[src/rtl/sysid_down_counter.sv]
// Loadable, clearable down-counter that stops at zero and flags it.
module sysid_down_counter #(
  parameter int unsigned W = 8
) (
  input  logic         clock_i,
  input  logic         reset_n_i,
  input  logic         clear_i,
  input  logic         load_i,
  input  logic [W-1:0] load_val_i,
  input  logic         dec_i,
  output logic         zero_o
);

  logic [W-1:0] count_q, count_d;

  always_comb begin
    count_d = count_q;
    if (clear_i)                      count_d = '0;
    else if (load_i)                  count_d = load_val_i;
    else if (dec_i && count_q != '0)  count_d = count_q - W'(1);
  end

  always_ff @(posedge clock_i or negedge reset_n_i) begin
    if (!reset_n_i) count_q <= '0;
    else            count_q <= count_d;
  end

  assign zero_o = (count_q == '0);

endmodule

[config.mk]
export PLATFORM = sky130hd
export DESIGN_NAME = sysid_down_counter
export DESIGN_NICKNAME = d
export VERILOG_FILES = /design/src/rtl/sysid_down_counter.sv
export SDC_FILE = /design/constraint.sdc
export NUM_CORES = 1
export LEC_CHECK = 0
export CELL_PAD_IN_SITES_DETAIL_PLACEMENT = 0
export CELL_PAD_IN_SITES_GLOBAL_PLACEMENT = 1
export CORE_MARGIN = 10
export CORE_UTILIZATION = 31
export DETAILED_ROUTE_END_ITERATION = 6
export HOLD_SLACK_MARGIN = 0.03
export PLACE_DENSITY = 0.83
export SLEW_MARGIN = 30
export SYNTH_ARGS = -nofsm -noshare
export SYNTH_HDL_FRONTEND = slang
export SYNTH_SLANG_ARGS = --single-unit
[constraint.sdc]
create_clock -name clock_i -period 1.6 [get_ports clock_i]
set_input_delay 0.16 -clock clock_i [delete_from_list [all_inputs] [get_ports clock_i]]
set_output_delay 0.16 -clock clock_i [all_outputs]
set_load 0.01 [all_outputs]
==> flow_summary.toml <==
[run_status]
outcome = "complete, but fails checks"
violations = "negative setup slack"

[clock_network]
htreeDepth = 1
cts_sinks = 8
cts_buffer_depth = 2
clk_pin_slew_worst_paths_ps = 60
ctsRootBufferMaster = "clkbuf_4"
cts_tree = "yes"
numCtsBuffers = 3
clk_latency_ps = 260
holdBufCountCts = 0

[drt]
vias_per_cell = 4.94
ant_nets = 0
wirelength_um = 1890
wl_met1_um = 782
wl_met3_um = 74
route.detailed.drc = 0
drt-pass1-iter-count = 4
drtIter0Drc = 8
routedWlPerCell_um = 15.0
vias = 623
dr_wl_met2_um = 989
top_layer = "met4"

[min_path]
hold_class = "in2async"

[final_layout]
fin_area_um2 = 1050
post-route-util_pct = 61.7
num-nets-final = 118
area_growth_pct = 89.6
drive_above_1_share_pct = 52.5
n_antenna_cell = 0
largest_register_ffs = 8
final_cell_mix = "buf_4 (24), clkdlybuf4s50_1 (12), nand2_1 (5), nor2_1 (5), dfrtp_1 (5)"
layout_commonest_cell = "buf_4"
largestRegisters = "count_q x8"
fillers = 134
top_register = "count_q"
fin_cells = 126

[yosys]
netlist_instances = 61
yosysUniqueCellTypes = 27
ys_seq_elements = 8
synth_area_per_cell_um2 = 9.11
yosys.area.top_type = "dfrtp_1"
syn_area_um2 = 556
ys_seq_area_share_pct = 36.0
synth_area_leaders = "dfrtp_1 (36%), a211oi_1 (8.1%), xnor2_1 (6.3%), nor4b_2 (5.4%), ha_1 (4.5%)"
ys_warn_count = 0
syn-num-nets = 76
synth_top_area_share_pct = 36.0

[placed_design]
numPortBuffers = 13
dp.cells = 115
dpl.hpwl_um = 1320
gp_congestion = 0.819
place_area_um2 = 860

[sta]
hold_viol = 0
rsz0062_at_grt = "true"
layout_setup_ws_ps = -43.5
worstMarginPinSlew_ps = 392
fin_crit_ps = 1640
finalSetupTns_ps = -83.6
finalSetupViolations = 2
fmax_ghz = 0.608
slew_violations = 0
finalClockSkew_ps = 7.11
fin_crit_sh_pct = 103
relSlewSlack_pct = 73.8

[floorplan]
start_util_pct = 32.5
core_area_um2 = 1710
die-height_um = 62.3
dieArea_um2 = 3890
io_pins = 14
num_rows = 15
die_w_um = 62.3

[worst_setup_path]
path_class = "reg2reg"
cp.required_ps = 1740
crit_path_end_kind = "register"
cp.arrival_ps = 1790
startpoint_type = "register"
critPathMaxFanout = 2

[grt]
grt_pass1_vias = 685
grt_antenna_before_repair = 0
grt_overflow = 0
grtUsageTotal_pct = 9.61
grt_pass1_wl_um = 2990
grt_max_degree = 9

[pwr]
leakage_nw = 0.444
power_density_nw_per_um2 = 716
ir_worst_vdd_v = 0.000557

[flow_run]
max_cap_violations = 0
## critical path, cell delays in order (launching register included)
cell,delay (ps)
dfrtp_1,390
inv_2,90
ha_4,120
or4b_4,440
o211ai_1,210
xor2_1,200
a211oi_2,90
## where the power goes
group	total, mW	internal (mW)	leakage [nW]	switching, mW
clock network	0.166	0.0866	0.0138	0.0792
registers	0.245	0.221	0.0995	0.0239
logic	0.344	0.198	0.331	0.146
## synth_stat cells
master     number
nor2_1          5
or4_1           1
a21oi_1         2
o211ai_1        1
nor4b_2         2
nand2_1         6
or3_1           1
xnor2_1         4
clkbuf_1        1
dfrtp_1         8
inv_1           6
and4_1          1
ha_1            2
a21boi_0        1
xor2_1          1
o221ai_1        1
a211oi_1        6
nand4_1         1
a211oi_2        1
nor3_1          3
or4b_2          1
buf_1           1
or2_2           1
nor3b_1         1
a31oi_1         1
nand3_1         1
a2111oi_2       1
## metrics by stage
step           setup slack, ps  total power [mW]  hold WS (ps)
2_1_floorplan            -2.33             0.359          -136
3_3_place_gp             -65.5             0.480           471
3_5_place_dp              -123             0.487           473
4_1_cts                  -95.4             0.695           195
5_1_grt                   -132             0.792           222
6_report                 -43.5             0.755           184
## area by class of cell
cell class                 count  area (µm²)  share of cell area (%)
timing repair buffer          39         328                    31.1
multi-input combinational     45         445                    42.3
tap                           25        31.3                    2.97
inverter                       6        22.5                    2.14
sequential                     8         204                    19.4
clock buffer                   3        22.5                    2.14
## metal layers
| layer | vias up | GRT usage [%] |
|---|---|---|
| met5 | - | 0 |
| li1 | 302 | - |
| met3 | 4 | 3.05 |
| met1 | 305 | 9.50 |
| met2 | 12 | 17.1 |
| met4 | 0 | 5.87 |
## timing repair
action                     in CTS  in global routing
buffers inserted                5                  3
pin swaps                       8                 12
setup endpoints to repair       7                  8
resized for setup              14                 16
## cells by family (layout without fill, tap and decap cells)
| logic type | count (synthesis) | count (layout) | synth area share, % |
|---|---|---|---|
| buffers and inverters | 8 | 48 | 5.40 |
| xor gates and xnor gates | 5 | 5 | 7.88 |
| and+or+nand+nor | 24 | 24 | 25.9 |
| adders and majority gates | 2 | 2 | 4.50 |
| DFF | 8 | 8 | 36.0 |
| AOI/OAI and AO/OA | 14 | 14 | 20.3 |
## path summary, 6_finish.rpt
check | slack (ps) | startpoint | end | cells past startpoint
worst max register to register | -40 | count_q[0] | count_q[3] | 6
max in group asynchronous | 1110 | reset_n_i | count_q[5] | 1
min in group clock_i | 470 | load_val_i[1] | count_q[1] | 3
worst min register to register | 680 | count_q[5] | count_q[5] | 2
worst min-delay path | 180 | reset_n_i | count_q[4] | 1
worst max-delay path | -40 | count_q[0] | count_q[3] | 6
Note: power is estimated with default switching activity, not from simulation.
